[config.mk]
export PLATFORM = sky130hd
export DESIGN_NAME = divider_sequential_flat
export DESIGN_NICKNAME = d
export VERILOG_FILES = /design/src/rtl/divider_sequential_if.sv /design/src/rtl/divider_sequential.sv /design/src/flat_wrapper.sv
export SDC_FILE = /design/constraint.sdc
export NUM_CORES = 1
export LEC_CHECK = 0
export ABC_AREA = 1
export CORE_MARGIN = 5
export CORE_UTILIZATION = 35
export DETAILED_ROUTE_END_ITERATION = 12
export MAX_ROUTING_LAYER = met4
export PLACE_DENSITY = 0.65
export SLEW_MARGIN = 10
export SYNTH_ARGS = -nofsm -noshare
export SYNTH_HDL_FRONTEND = slang
export SYNTH_SLANG_ARGS = --single-unit
[constraint.sdc]
create_clock -name clock -period 2.05 [get_ports clock]
set_clock_uncertainty 0.1 [all_clocks]
set_input_delay 0.3075 -clock clock [delete_from_list [all_inputs] [get_ports clock]]
set_output_delay 0.3075 -clock clock [all_outputs]
set_load 0.01 [all_outputs]
[src/rtl/divider_sequential_if.sv]
// Operand/result bundle for the sequential restoring divider.
// The master drives the request and operands; the slave returns status and results.
interface divider_sequential_if #(
  parameter int N = 8,
  parameter int M = 4
);
  logic         start;
  logic [N-1:0] dividend;
  logic [M-1:0] divisor;
  logic         busy;
  logic         done;
  logic [N-1:0] quotient;
  logic [M-1:0] remainder;
  logic         divide_by_zero;

  modport master (
    output start, dividend, divisor,
    input  busy, done, quotient, remainder, divide_by_zero
  );

  modport slave (
    input  start, dividend, divisor,
    output busy, done, quotient, remainder, divide_by_zero
  );
endinterface

[src/rtl/divider_sequential.sv]
// Sequential restoring divider: one quotient bit per clock, MSB first.
// Results are held from the done pulse until the next accepted start.
module divider_sequential #(
  parameter int N = 8,
  parameter int M = 4
) (
  input  logic                clock,
  input  logic                reset,
  divider_sequential_if.slave bus
);
  localparam int CW = (N > 1) ? $clog2(N) : 1;

  typedef enum logic [1:0] {
    IDLE = 2'd0,
    RUN  = 2'd1,
    DONE = 2'd2
  } state_t;

  state_t        state_r;
  logic [N-1:0]  dividend_r;
  logic [M-1:0]  divisor_r;
  logic [M:0]    partial_r;
  logic [N-1:0]  quot_acc_r;
  logic [CW-1:0] count_r;
  logic          busy_r;
  logic          done_r;
  logic [N-1:0]  quotient_r;
  logic [M-1:0]  remainder_r;
  logic          dbz_r;

  logic [M:0]    shifted_s;
  logic [M:0]    partial_next_s;
  logic          q_bit_s;

  // One restoring step: bring in the next dividend bit and trial-subtract.
  always_comb begin
    shifted_s      = {partial_r[M-1:0], dividend_r[N-1]};
    partial_next_s = shifted_s;
    q_bit_s        = 1'b0;
    if (shifted_s >= {1'b0, divisor_r}) begin
      partial_next_s = shifted_s - {1'b0, divisor_r};
      q_bit_s        = 1'b1;
    end else begin
      partial_next_s = shifted_s;
      q_bit_s        = 1'b0;
    end
  end

  // Control FSM with registered status and result outputs.
  always_ff @(posedge clock or posedge reset) begin
    if (reset) begin
      state_r     <= IDLE;
      dividend_r  <= {N{1'b0}};
      divisor_r   <= {M{1'b0}};
      partial_r   <= {(M+1){1'b0}};
      quot_acc_r  <= {N{1'b0}};
      count_r     <= {CW{1'b0}};
      busy_r      <= 1'b0;
      done_r      <= 1'b0;
      quotient_r  <= {N{1'b0}};
      remainder_r <= {M{1'b0}};
      dbz_r       <= 1'b0;
    end else begin
      case (state_r)
        IDLE: begin
          done_r <= 1'b0;
          busy_r <= 1'b0;
          if (bus.start) begin
            if (bus.divisor != {M{1'b0}}) begin
              dividend_r <= bus.dividend;
              divisor_r  <= bus.divisor;
              partial_r  <= {(M+1){1'b0}};
              quot_acc_r <= {N{1'b0}};
              count_r    <= CW'(N - 1);
              quotient_r <= {N{1'b0}};
              dbz_r      <= 1'b0;
              busy_r     <= 1'b1;
              state_r    <= RUN;
            end else begin
              // Divide by zero finishes immediately with a saturated quotient.
              quotient_r  <= {N{1'b1}};
              remainder_r <= {M{1'b0}};
              dbz_r       <= 1'b1;
              done_r      <= 1'b1;
              state_r     <= DONE;
            end
          end else begin
            state_r <= IDLE;
          end
        end
        RUN: begin
          partial_r  <= partial_next_s;
          quot_acc_r <= {quot_acc_r[N-2:0], q_bit_s};
          dividend_r <= {dividend_r[N-2:0], 1'b0};
          if (count_r == {CW{1'b0}}) begin
            quotient_r  <= {quot_acc_r[N-2:0], q_bit_s};
            remainder_r <= partial_next_s[M-1:0];
            busy_r      <= 1'b0;
            done_r      <= 1'b1;
            state_r     <= DONE;
          end else begin
            count_r <= count_r - CW'(1);
            busy_r  <= 1'b1;
          end
        end
        DONE: begin
          done_r  <= 1'b0;
          busy_r  <= 1'b0;
          state_r <= IDLE;
        end
        default: begin
          done_r  <= 1'b0;
          busy_r  <= 1'b0;
          state_r <= IDLE;
        end
      endcase
    end
  end

  assign bus.busy           = busy_r;
  assign bus.done           = done_r;
  assign bus.quotient       = quotient_r;
  assign bus.remainder      = remainder_r;
  assign bus.divide_by_zero = dbz_r;
endmodule

[src/flat_wrapper.sv]
// flat-port wrapper written by rule: the top's interface ports become plain ports
module divider_sequential_flat 
#(
  parameter int N = 8,
  parameter int M = 4
)
  (clock, reset, bus_start, bus_dividend, bus_divisor, bus_busy, bus_done, bus_quotient, bus_remainder, bus_divide_by_zero);
  divider_sequential_if #(.N(N), .M(M)) bus_i ();
  input  logic clock;
  input  logic reset;
  input wire logic [$bits(bus_i.start)-1:0] bus_start;
  input wire logic [$bits(bus_i.dividend)-1:0] bus_dividend;
  input wire logic [$bits(bus_i.divisor)-1:0] bus_divisor;
  output wire logic [$bits(bus_i.busy)-1:0] bus_busy;
  output wire logic [$bits(bus_i.done)-1:0] bus_done;
  output wire logic [$bits(bus_i.quotient)-1:0] bus_quotient;
  output wire logic [$bits(bus_i.remainder)-1:0] bus_remainder;
  output wire logic [$bits(bus_i.divide_by_zero)-1:0] bus_divide_by_zero;
  assign bus_i.start = bus_start;
  assign bus_i.dividend = bus_dividend;
  assign bus_i.divisor = bus_divisor;
  assign bus_busy = bus_i.busy;
  assign bus_done = bus_i.done;
  assign bus_quotient = bus_i.quotient;
  assign bus_remainder = bus_i.remainder;
  assign bus_divide_by_zero = bus_i.divide_by_zero;
  divider_sequential #(.N(N), .M(M)) u_core (.clock(clock), .reset(reset), .bus(bus_i));
endmodule
==> flow_metrics.py <==
metrics = {
    "cells_and_area": {
        "drive_gt1_frac": 0.1423,
        "utilization": 0.4354,
        "layout_commonest_cell": "nand2_1",
        "fillCellCount": 602,
        "nets": 282,
        "seq_area_um2": 1051,
        "mostFrequentLayoutCells": "60 x nand2_1, 42 x dfrtp_1, 33 x inv_1, 29 x clkdlybuf4s50_1, 20 x nand3_1",
        "syn_to_final_growth_pct": 22.43,
        "diodes": 0,
        "multi_input_area_um2": 843.3,
    },
    "die": {
        "die_y_um": 87.11,
        "coreArea_um2": 5851,
        "pin_count": 30,
        "num_rows": 28,
        "initial_utilization": 0.3556,
        "die_x_um": 87.11,
        "fp.dieArea_um2": 7587,
    },
    "placement": {
        "gp_congestion": 0.8588,
        "pre_cts_slack_ps": 213.8,
        "numPortBuffers": 29,
        "dp_hpwl_um": 2951,
    },
    "setup_path": {
        "crit_type": "flip-flop to flip-flop",
        "crit_required_ps": 2180,
        "start_kind": "flip-flop",
        "crit_fanout": 5,
        "cp_cell_sequence": "ha_1 -> a21oi_2 -> nand2_1 -> nand2_1 -> nand2_1 -> nand2_1 -> nand4_1 -> nand2_1",
        "crit_cells": 8,
        "critPathArrivalTime_ps": 1960,
        "crit_path_end_kind": "flip-flop",
        "rr_worst_depth": 8,
        "critPathMaxStageDelay_ps": 400,
        "crit_buf_inv": 0,
        "crit_top_cell": "nand2_1",
        "critPathSlowestCell": "dfrtp_1",
        "path_delay_family": "simple AND/OR/NAND/NOR gates",
    },
    "route": {
        "wl_per_cell_um": 11.90,
        "num_vias": 1536,
        "drt-total-wl_um": 3987,
        "ant_nets": 0,
        "drt_iter0_drc": 98,
        "vias_per_cell": 4.585,
        "drc": 0,
        "drt_first_pass_iters": 4,
    },
    "yosys": {
        "yosysWarnings": 0,
        "synth_area_leaders": "dfrtp_1 51%, nand2_1 11%, inv_1 6.0%, nand3_1 4.8%, o21ai_2 4.6%",
        "synth_seq_area_share": 0.5051,
        "synth.largest_area_cell": "dfrtp_1",
        "syn_area_per_cell_um2": 9.126,
        "ys_ff_latch": 42,
        "synthCells": 228,
        "yosys.area.top_type_share": 0.5051,
        "synth.net_count": 250,
        "synth_area_um2": 2081,
        "synthDistinctLibCells": 30,
    },
    "global_route": {
        "overflow": 0,
        "gr-usage-all-layers": 0.1242,
        "antenna_found_initial": 0,
        "grt_pass1_wl_um": 7189,
        "grt_max_degree": 43,
        "grt_pass1_vias": 1588,
    },
    "hold_path": {
        "worstHoldPathType": "primary input to async pin",
    },
    "sta": {
        "tightest_slew_ps": 528.2,
        "finalCriticalPeriod_ps": 1829,
        "slew_headroom": 0.6479,
        "setup_violations": 0,
        "slew_viol_final": 0,
        "rsz0062_at_grt": "false",
        "period_share": 0.8922,
        "holdWs_ps": 344.9,
        "worst_slack_ps": 221.1,
        "hold_violations": 0,
        "fin_setup_tns_ps": 0,
        "fmax_mhz": 546.8,
    },
    "clocking": {
        "clockRootBuffer": "clkbuf_8",
        "cts_max_level": 2,
        "post_cts_resized": 0,
        "numCtsBuffers": 5,
        "clkLatencyLatePin_ps": 290,
        "hold_buffers": 0,
        "cts_tree": "yes",
        "clock_path_buffers": 2,
        "post_cts_buffers": 0,
        "cts_num_sinks": 42,
        "clk_pin_slew_ps": 80,
    },
    "pwr": {
        "peakVddDrop_uv": 514.5,
        "power_density_nw_per_um2": 1676,
        "intPower_w": 0.002505,
        "p_sw_w": 0.001764,
        "power_frac_clock": 0.155,
        "p_seq_frac": 0.329,
        "switching_share": 0.4132,
        "cellLeakagePower_nw": 1.254,
        "combPwrFrac": 0.515,
    },
    "run": {
        "max_cap_viol_count": 0,
    },
    "run_status": {
        "status": "completed",
    },
}
-- routing by layer --
| layer | GRT usage | up-vias | routed length [um] |
|---|---|---|---|
| li1 | - | 801 | - |
| met1 | 0.1566 | 693 | 1892 |
| met2 | 0.1905 | 35 | 1838 |
| met3 | 0.03217 | 7 | 183 |
| met4 | 0.05021 | 0 | 72 |
| met5 | - | - | 0 |
-- cell type report --
| cell class | instances | area share |
|---|---|---|
| inverter | 37 | 0.05550 |
| multi-input combinational | 143 | 0.3310 |
| clock buffer | 6 | 0.03242 |
| clock inverter | 1 | 0.01179 |
| sequential | 42 | 0.4126 |
| tap | 75 | 0.03684 |
| timing repair buffer | 31 | 0.1198 |
-- state kept, by name, indices dropped and copies added (netlist names) --
signal,cells
u_core.divisor_r,4
u_core.dividend_r,8
u_core.bus.busy,1
u_core.bus.quotient,8
u_core.state_r,1
u_core.partial_r,4
u_core.bus.divide_by_zero,1
u_core.quot_acc_r,7
u_core.bus.done,1
u_core.count_r,3
u_core.bus.remainder,4
-- power groups by stage --
| stage | clock [W] | sequential [W] | combinational [W] |
|---|---|---|---|
| final | 0.000663 | 0.00141 | 0.00220 |
| after global routing | 0.000721 | 0.00146 | 0.00253 |
| after CTS | 0.000678 | 0.00141 | 0.00223 |
| after detailed placement | 0 | 0.00143 | 0.00221 |
| after global placement | 0 | 0.00142 | 0.00217 |
| after floorplan | 0 | 0.00146 | 0.00158 |
-- final timing paths --
check | startpoint | to | slack (ps)
max in group asynchronous | reset | u_core.bus.remainder[0] | 1140
min | reset | u_core.bus.quotient[1] | 340
max | u_core.partial_r[1] | u_core.bus.remainder[2] | 220
min in group clock | u_core.count_r[2] | u_core.count_r[2] | 390
max reg2reg | u_core.partial_r[1] | u_core.bus.remainder[2] | 220
min reg2reg | u_core.count_r[2] | u_core.count_r[2] | 390
-- per-stage QoR --
| stage | total power (W) | std cells | area [um^2] |
|---|---|---|---|
| 2_1_floorplan | 0.003037 | 228 | 2081 |
| 4_1_cts | 0.004320 | 335 | 2547 |
| 3_5_place_dp | 0.003646 | 328 | 2435 |
| 3_3_place_gp | 0.003596 | 328 | 2435 |
| 6_report | 0.004269 | 335 | 2547 |
| 5_1_grt | 0.004709 | 335 | 2547 |
-- cells by family after synthesis --
logic type / synth area share
xor gates and xnor gates: 0.004210
adders and majority gates: 0.04570
buffers and inverters: 0.08960
and+or+nand+nor: 0.2255
AOI/OAI and AO/OA: 0.1299
DFF: 0.5051
-- worst register-to-register path: stages, from the launching register on --
cell	delay (ps)
dfrtp_1	400
ha_1	370
a21oi_2	200
nand2_1	80
nand2_1	140
nand2_1	160
nand2_1	130
nand4_1	110
nand2_1	80
-- cell usage after synthesis --
cell and instances:
inv_4 1, buf_4 1, nor2_2 1, nand2_2 3, nand2_4 2, o21ai_2 11
o21ai_0 10, inv_1 33, a22oi_1 7, xor2_1 1, nor2_1 3, buf_2 3
nand4_1 4, nor2_4 1, buf_6 2, a31oi_1 1, o21a_1 1, nand3_1 20
o21ai_4 1, o21ai_1 4, a21oi_2 1, inv_2 3, nand3_2 2, a22oi_2 1
fa_1 1, dfrtp_1 42, ha_1 6, nand4_4 1, nand2_1 60, nand3b_1 1
No activity file was read; power rests on OpenSTA's default activity.
